### src/rtl/addertree_pkg.sv
// addertree_pkg: sizing helpers and round-half-up/saturate helper shared by the adder tree
package addertree_pkg;
  typedef struct packed {
    logic sat;
    logic signed [63:0] val;
  } rs_t;
  function automatic int num_levels(input int n);
    return $clog2(n);
  endfunction
  function automatic int sum_width(input int iw, input int n);
    return iw + num_levels(n);
  endfunction
  function automatic int pipe_latency(input int n, input int reg_every);
    return (num_levels(n) + reg_every - 1) / reg_every + 1;
  endfunction
  function automatic rs_t round_sat(input logic signed [63:0] v, input int shift, input int ow);
    logic signed [63:0] r, hi, lo;
    r = (v + (shift > 0 ? (64'sd1 <<< (shift - 1)) : 64'sd0)) >>> shift;
    hi = (64'sd1 <<< (ow - 1)) - 64'sd1;
    lo = -hi - 64'sd1;
    return '{sat: (r > hi) || (r < lo), val: (r > hi) ? hi : ((r < lo) ? lo : r)};
  endfunction
endpackage

### src/rtl/addertree_level.sv
// addertree_level: one tree level (clk,resetn,advance,in_valid,din -> out_valid,dout), pairwise signed add, optional register
module addertree_level #(
  parameter int N = 2,
  parameter int IW = 16,
  parameter int REGISTERED = 1
) (
  input  logic clk,
  input  logic resetn,
  input  logic advance,
  input  logic in_valid,
  input  logic [N*IW-1:0] din,
  output logic out_valid,
  output logic [((N+1)/2)*(IW+1)-1:0] dout
);
  logic [((N+1)/2)*(IW+1)-1:0] comb;
  for (genvar j = 0; j < (N + 1) / 2; j++) begin : g_pair
    if (2 * j + 1 < N) begin : g_add
      assign comb[j*(IW+1) +: IW+1] = (IW+1)'($signed(din[2*j*IW +: IW])) + (IW+1)'($signed(din[(2*j+1)*IW +: IW]));
    end else begin : g_pass
      assign comb[j*(IW+1) +: IW+1] = (IW+1)'($signed(din[2*j*IW +: IW]));
    end
  end
  if (REGISTERED != 0) begin : g_reg
    always_ff @(posedge clk)
      if (!resetn) out_valid <= 1'b0;
      else if (advance) out_valid <= in_valid;
    always_ff @(posedge clk)
      if (advance) dout <= comb;
  end else begin : g_comb
    assign out_valid = in_valid;
    assign dout = comb;
  end
endmodule

### src/rtl/addertree_pipe.sv
// addertree_pipe: pipelined signed adder tree, valid/ready global stall, scaled output (clk,resetn; in_valid,in_ready,inputd -> out_valid,out_ready,sum,sat_flag); ADDERTREE_ROUND_SAT_EN selects round-half-up + saturate
module addertree_pipe
  import addertree_pkg::*;
#(
  parameter int INPUT_WIDTH = 16,
  parameter int NUM_INPUTS = 53,
  parameter int REG_EVERY = 1,
  parameter int OUT_WIDTH = 22,
  parameter int SHIFT = 0
) (
  input  logic clk,
  input  logic resetn,
  input  logic in_valid,
  output logic in_ready,
  input  logic [NUM_INPUTS-1:0][INPUT_WIDTH-1:0] inputd,
  output logic out_valid,
  input  logic out_ready,
  output logic signed [OUT_WIDTH-1:0] sum,
  output logic sat_flag
);
  localparam int LEVELS = num_levels(NUM_INPUTS);
  localparam int SUM_WIDTH = sum_width(INPUT_WIDTH, NUM_INPUTS);
  localparam int XW = SUM_WIDTH > OUT_WIDTH ? SUM_WIDTH : OUT_WIDTH;
  logic advance, fin_valid, sat_next;
  logic signed [SUM_WIDTH-1:0] full_sum;
  logic signed [OUT_WIDTH-1:0] scaled;
  assign advance = !out_valid || out_ready;
  assign in_ready = advance;
  if (LEVELS == 0) begin : g_bypass
    assign full_sum = inputd;
    assign fin_valid = in_valid;
  end else begin : g_tree
    for (genvar k = 0; k < LEVELS; k++) begin : lv
      localparam int NI = (NUM_INPUTS + (1 << k) - 1) >> k;
      localparam int NO = (NI + 1) / 2;
      logic [NI*(INPUT_WIDTH+k)-1:0] din;
      logic [NO*(INPUT_WIDTH+k+1)-1:0] dout;
      logic vin, vout;
      if (k == 0) begin : g_first
        assign din = inputd;
        assign vin = in_valid;
      end else begin : g_next
        assign din = lv[k-1].dout;
        assign vin = lv[k-1].vout;
      end
      addertree_level #(
        .N(NI),
        .IW(INPUT_WIDTH + k),
        .REGISTERED((((k + 1) % REG_EVERY) == 0 || k == LEVELS - 1) ? 1 : 0)
      ) u_level (
        .clk(clk),
        .resetn(resetn),
        .advance(advance),
        .in_valid(vin),
        .din(din),
        .out_valid(vout),
        .dout(dout)
      );
    end
    assign full_sum = lv[LEVELS-1].dout;
    assign fin_valid = lv[LEVELS-1].vout;
  end
`ifdef ADDERTREE_ROUND_SAT_EN
  rs_t rs;
  assign rs = round_sat(64'(full_sum), SHIFT, OUT_WIDTH);
  assign scaled = OUT_WIDTH'(rs.val);
  assign sat_next = rs.sat;
`else
  assign scaled = OUT_WIDTH'(XW'(full_sum) >>> SHIFT);
  assign sat_next = 1'b0;
`endif
  always_ff @(posedge clk)
    if (!resetn) begin
      out_valid <= 1'b0;
      sum <= '0;
      sat_flag <= 1'b0;
    end else if (advance) begin
      out_valid <= fin_valid;
      sum <= scaled;
      sat_flag <= sat_next;
    end
endmodule

### config.mk
export PLATFORM = sky130hd
export DESIGN_NAME = addertree_pipe
export DESIGN_NICKNAME = d
export VERILOG_FILES = /design/src/rtl/addertree_pkg.sv /design/src/rtl/addertree_level.sv /design/src/rtl/addertree_pipe.sv
export SDC_FILE = /design/constraint.sdc
export NUM_CORES = 2
export LEC_CHECK = 0
export CORE_ASPECT_RATIO = 1.5
export CORE_UTILIZATION = 56
export CTS_BUF_LIST = sky130_fd_sc_hd__clkbuf_4 sky130_fd_sc_hd__clkbuf_8
export DETAILED_ROUTE_END_ITERATION = 8
export GPL_TIMING_DRIVEN = 0
export HOLD_SLACK_MARGIN = 0.1
export PLACE_DENSITY = 0.82
export RECOVER_POWER = 25
export SYNTH_ARGS = -nofsm -noshare
export SYNTH_HDL_FRONTEND = slang
export SYNTH_SLANG_ARGS = --single-unit
### constraint.sdc
create_clock -name clk -period 99.2 [get_ports clk]
set_input_delay 19.84 -clock clk [delete_from_list [all_inputs] [get_ports clk]]
set_output_delay 19.84 -clock clk [all_outputs]
set_load 0.1 [all_outputs]
# [Word-level counts from Yosys, hierarchy flattened]
# Index checks and enable logic that the tools add are counted.
[totals] output_inout_bits=25 word_cells=68 inputBits=852 reg_bits=1013
[classes] addsub=52 n_reduce_logical=2
[op_table] cell="$add 16x16->17" count=26
[op_table] cell="$add 17x17->18" count=13
[op_table] cell="$add 18x18->19" count=6
[op_table] cell="$add 19x19->20" count=3
[op_table] cell="$add 21x21->22" count=1
[op_table] cell="$add 20x19->21" count=1
[op_table] cell="$add 20x20->21" count=1
[op_table] cell="$add 18x16->19" count=1
[op_table] cell="$logic_not 1->1" count=1
[op_table] cell="$logic_or 1x1->1" count=1

# [Longest topological paths before layout]
[depth] ltp_word=2 depth_mapped=10 mapped_depth_nobuf=10

# [Modules after synthesis]
# Synthesis repeated with hierarchy kept, for this count alone.
[hier_totals] hier_cells=6522 hier_area_um2=70776.6
[modules_own_cells] mod="addertree_level (g_tree.lv[0].u_level)" n_inst=1 seq_area_each_um2=13773.2 area_each_um2=31963.2 cells_per_inst=2871
[modules_own_cells] mod="addertree_level (g_tree.lv[1].u_level)" n_inst=1 seq_area_each_um2=7557.2 area_each_um2=17643.2 cells_per_inst=1660
[modules_own_cells] mod="addertree_level (g_tree.lv[2].u_level)" n_inst=1 seq_area_each_um2=4013.8 area_each_um2=9741.8 cells_per_inst=911
[modules_own_cells] mod="addertree_level (g_tree.lv[3].u_level)" n_inst=1 seq_area_each_um2=2392.3 area_each_um2=5250.0 cells_per_inst=466
[modules_own_cells] mod="addertree_level (g_tree.lv[4].u_level)" n_inst=1 seq_area_each_um2=1281.2 area_each_um2=3425.8 cells_per_inst=333
[modules_own_cells] mod="addertree_level (g_tree.lv[5].u_level)" n_inst=1 seq_area_each_um2=680.7 area_each_um2=1796.7 cells_per_inst=179
[modules_own_cells] mod="addertree_pipe" n_inst=1 seq_area_each_um2=460.4 area_each_um2=955.9 cells_per_inst=102

# [Worst setup path after synthesis]
# No wires, ideal clock.
[synth_timing] kind="input -> output" startpoint="input port out_ready" endpoint="output port in_ready" setup_slack_ns=31.872 path_stages=3 arrival_time_ns=47.488 t_required_ns=79.360 cell_sequence="nor2b_1 -> inv_1 -> clkbuf_1"
[synth_between] elab_chain_len=1
[synth_rtl] element="from (decl)" line_no="addertree_pipe.sv:17" text="input logic out_ready,"
[synth_rtl] element="$logic_or 1x1->1" line_no="addertree_pipe.sv:27" text="assign advance = !out_valid || out_ready;"
[synth_rtl] element="to (decl)" line_no="addertree_pipe.sv:14" text="output logic in_ready,"
# Every way passes these cells.

# [Worst setup path in the final report]
# Ends and elaborated chain as after synthesis.

==> flow_metrics.env <==
export IMPL_synth_seq_area_share_pct=43.4
export IMPL_power_leakage_uw=0.0348
export IMPL_run_status="completed"
export IMPL_syn_instance_count=6389
export IMPL_flow_area_growth_from_synthesis_pct=20.6
export IMPL_report_power_total_uw=2400
export IMPL_timing_max_transition_violations_final=0
export IMPL_path_cells="clkdlybuf4s50_1 > nor2b_1 > inv_1 > clkbuf_4 > buf_16 > buf_16 > buf_16 > buf_16 > buf_16 > clkdlybuf4s50_1"
export IMPL_worstHoldEndpoint="g_tree.lv[3].u_level.dout[76]$_DFFE_PP_"
export IMPL_timing_final_hold_violations=0
export IMPL_place_gp_congestion=0.956
export IMPL_most_instantiated_flip_flop_cell_in_the_synthesis_netlist="sky130_fd_sc_hd__edfxtp_1"
export IMPL_worst_ep_arrival_time_ns=23.59
export IMPL_cts_setup_buffers=0
export IMPL_regToRegStartpoint="g_tree.lv[0].u_level.dout[102]$_DFFE_PP_"
export IMPL_first_pass_grt_wire_length_um=282000
export IMPL_design_core_area_mm2=0.123
export IMPL_clk_transition_reported_paths_ns=0.06
export IMPL_postCtsHoldBufs=0
export IMPL_critical_path_endpoint_type="output port"
export IMPL_drive_above_1_share_pct=4.37
export IMPL_period_minus_slack_ns=43.43
export IMPL_totalWireLength_um=184000
export IMPL_port_buffer_count=874
export IMPL_floorplan_rows=157
export IMPL_post_cts_resized=0
export IMPL_combinational_family_with_the_most_area_after_synthesis="compound AO/OA/AOI/OAI gates"
export IMPL_compound_cell_area_share_of_the_yosys_netlist_pct=18.6
export IMPL_maximum_number_of_pins_on_one_net_before_global_route_repair=75
export IMPL_drtAntennaViolNets=0
export IMPL_synth_nets=8174
export IMPL_track_usage_pct=29.1
export IMPL_synth_seq_cells=1013
export IMPL_drt_initial_drc_count=2911
export IMPL_critical_path_slowest_cell="sky130_fd_sc_hd__clkdlybuf4s50_1"
export IMPL_first_pass_iters=8
export IMPL_postSynthAreaPerCell_um2=10.9
export IMPL_synth_xor_xnor_area_share_pct=8.57
export IMPL_r2r_setup_slack_ns=95.89
export IMPL_cts_max_path_bufs=3
export IMPL_timing_clock_skew_ns=0.0472
export IMPL_slew_headroom_pct=22.9
export IMPL_fp_dieH_um=433
export IMPL_detail_route_vias_per_cell=5.86
export IMPL_rr_endpoint="g_tree.lv[1].u_level.dout[66]$_DFFE_PP_"
export IMPL_final_setup_tns_ns=0
export IMPL_ios=877
export IMPL_min_delay_path_depth=0
export IMPL_start_util_pct=56.6
export IMPL_number_of_synthesis_warnings=0
export IMPL_post_dp_hpwl_um=149000
export IMPL_clockRootBuffer="sky130_fd_sc_hd__clkbuf_8"
export IMPL_grt_setup_unrepaired="no"
export IMPL_number_of_flops_mapped_to_enable_cells_by_yosys=984
export IMPL_multi_input_comb_area_mm2=0.0378
export IMPL_grt_antenna_before_repair=30
export IMPL_finish_cell_count_without_fillers=9171
export IMPL_critPathLaunch="out_ready"
export IMPL_die_area_mm2=0.125
export IMPL_ys_types=86
export IMPL_clkSinkCount=1013
export IMPL_final_min_period_over_clock_period_pct=43.8
export IMPL_routedWlPerCell_um=20.0
export IMPL_worst_min_path_class="reg -> reg"
export IMPL_fill_count=9258
export IMPL_hold_path_startpoint="g_tree.lv[2].u_level.dout[130]$_DFFE_PP_"
export IMPL_cp_data_required_time_ns=79.36
export IMPL_critPathMaxFanout=71
export IMPL_synthMuxAreaShare_pct=0.207
export IMPL_worst_r2r_cell_count=10
export IMPL_worstMarginPinSlew_ns=1.14
export IMPL_remaining_drc_errors=0
export IMPL_post_synthesis_instance_area_mm2=0.0694
export IMPL_critical_setup_path_kind="in -> out"
export IMPL_route_vias_total=53700
export IMPL_place_worst_setup_slack_ns=55.76
export IMPL_number_of_max_capacitance_violations_reported=0
export IMPL_startpoint_type="primary input"
export IMPL_post_synth_and_or_nand_nor_area_fraction_pct=9.89
export IMPL_critPathMaxStageDelay_ns=1.20
export IMPL_fmax_mhz=23.0
export IMPL_final_hold_worst_slack_ns=0.392
export IMPL_final_setup_viol_count=0
export IMPL_tritoncts_num_buffers=154
export IMPL_yosys_area_share_adder_pct=17.4
export IMPL_nNetsFinal=9220
export IMPL_clkLatencyLatePin_ns=0.89
export IMPL_htreeDepth=4
export IMPL_tritoncts="done"
export IMPL_chipWidth_um=289
export IMPL_cp_common_cell="sky130_fd_sc_hd__buf_16"
export IMPL_asyncSetResetFlopFracSynth_pct=0
export IMPL_power_per_cell_area_mw_per_mm2=28.7
export IMPL_overflow=0
export IMPL_first_global_vias=54400
export IMPL_dp_cells=8869
export IMPL_register_area_mm2=0.0301
export IMPL_pnr_worst_setup_slack_ns=55.77
export IMPL_ir_worst_vdd_uv=15.8
==> routing by layer <==
metal | share of wire, % | up-vias | track usage [%]
li1 | - | 26300 | -
met1 | 36 | 25400 | 29.9
met2 | 54 | 1642 | 54.9
met3 | 4.7 | 437 | 4.71
met4 | 5.6 | 16 | 16.2
met5 | 0.056 | - | 0
==> cells by family after synthesis <==
group | Yosys count
xor gates and xnor gates | 679
and+or+nand+nor | 1435
other | 1
adders and majority gates | 933
AOI/OAI and AO/OA | 1953
muxes | 14
DFF | 1013
buffers and inverters | 361
==> critical path, delay by kind of cell <==
family,cells,cell delay (ns)
buffers and inverters,9,3.49
and+or+nand+nor,1,0.06
==> sequential cells by signal, indices dropped and copies added, names as in the netlist <==
| register | flops |
|---|---|
| g_tree.lv.u_level.dout | 984 |
| sum | 22 |
| g_tree.lv.u_level.out_valid | 6 |
| out_valid | 1 |
==> placed cells by master, fill, tap and decap left out, drive strengths merged, types with 238 or more instances in the layout <==
cell,instances
a21oi,554
clkbuf,238
a21o,282
edfxtp,984
clkdlybuf4s50,874
nor2,401
ha,881
inv,318
nand2,348
xnor2,452
o21ai,335
==> final cells by class <==
type / instances / area share (%)
multi-input combinational: 5015 / 45.2
sequential: 1013 / 36.0
timing repair buffer: 890 / 11.0
clock buffer: 194 / 2.91
tap: 1590 / 2.38
inverter: 311 / 1.40
clock inverter: 85 / 0.832
buffer: 50 / 0.233
antenna: 23 / 0.0688
==> power by group <==
part	total [µW]	internal, µW	switching, µW
logic	1250	535	712
registers	795	718	77.2
clock network	355	189	167
==> worst max-delay path by stage <==
stage / to / slack (ns) / cells past startpoint
after global placement: in_ready / 17.93 / 5
after detailed placement: in_ready / 55.76 / 10
final: in_ready / 55.77 / 10
after floorplan: in_ready / 31.87 / 3
after CTS: in_ready / 55.75 / 10
after global routing: in_ready / 55.56 / 10
==> synthesized netlist by cell type, types with 56 or more instances <==
library cell	number	area, µm²
sky130_fd_sc_hd__nor2b_1	90	563
sky130_fd_sc_hd__inv_1	311	1170
sky130_fd_sc_hd__a21oi_1	554	2770
sky130_fd_sc_hd__o21a_1	125	938
sky130_fd_sc_hd__nand2_1	348	1310
sky130_fd_sc_hd__nand2b_1	99	619
sky130_fd_sc_hd__xnor2_1	452	3960
sky130_fd_sc_hd__edfxtp_1	984	29500
sky130_fd_sc_hd__o21bai_1	101	758
sky130_fd_sc_hd__a31oi_1	56	350
sky130_fd_sc_hd__a211oi_1	68	510
sky130_fd_sc_hd__ha_1	881	11000
sky130_fd_sc_hd__xor2_1	227	1990
sky130_fd_sc_hd__nor3_1	157	786
sky130_fd_sc_hd__nor2_1	401	1510
sky130_fd_sc_hd__o211ai_1	70	526
sky130_fd_sc_hd__nand3_1	101	505
sky130_fd_sc_hd__o21ai_0	332	1660
sky130_fd_sc_hd__a21o_1	282	2120
==> per-stage QoR <==
stage / instance area, µm² / utilization (%)
5_1_grt: 83700 / 68.2
3_5_place_dp: 80600 / 65.7
6_report: 83700 / 68.2
4_1_cts: 83700 / 68.3
2_1_floorplan: 69400 / -
3_3_place_gp: 80100 / 65.4
No activity file was read; power rests on OpenSTA's default activity.
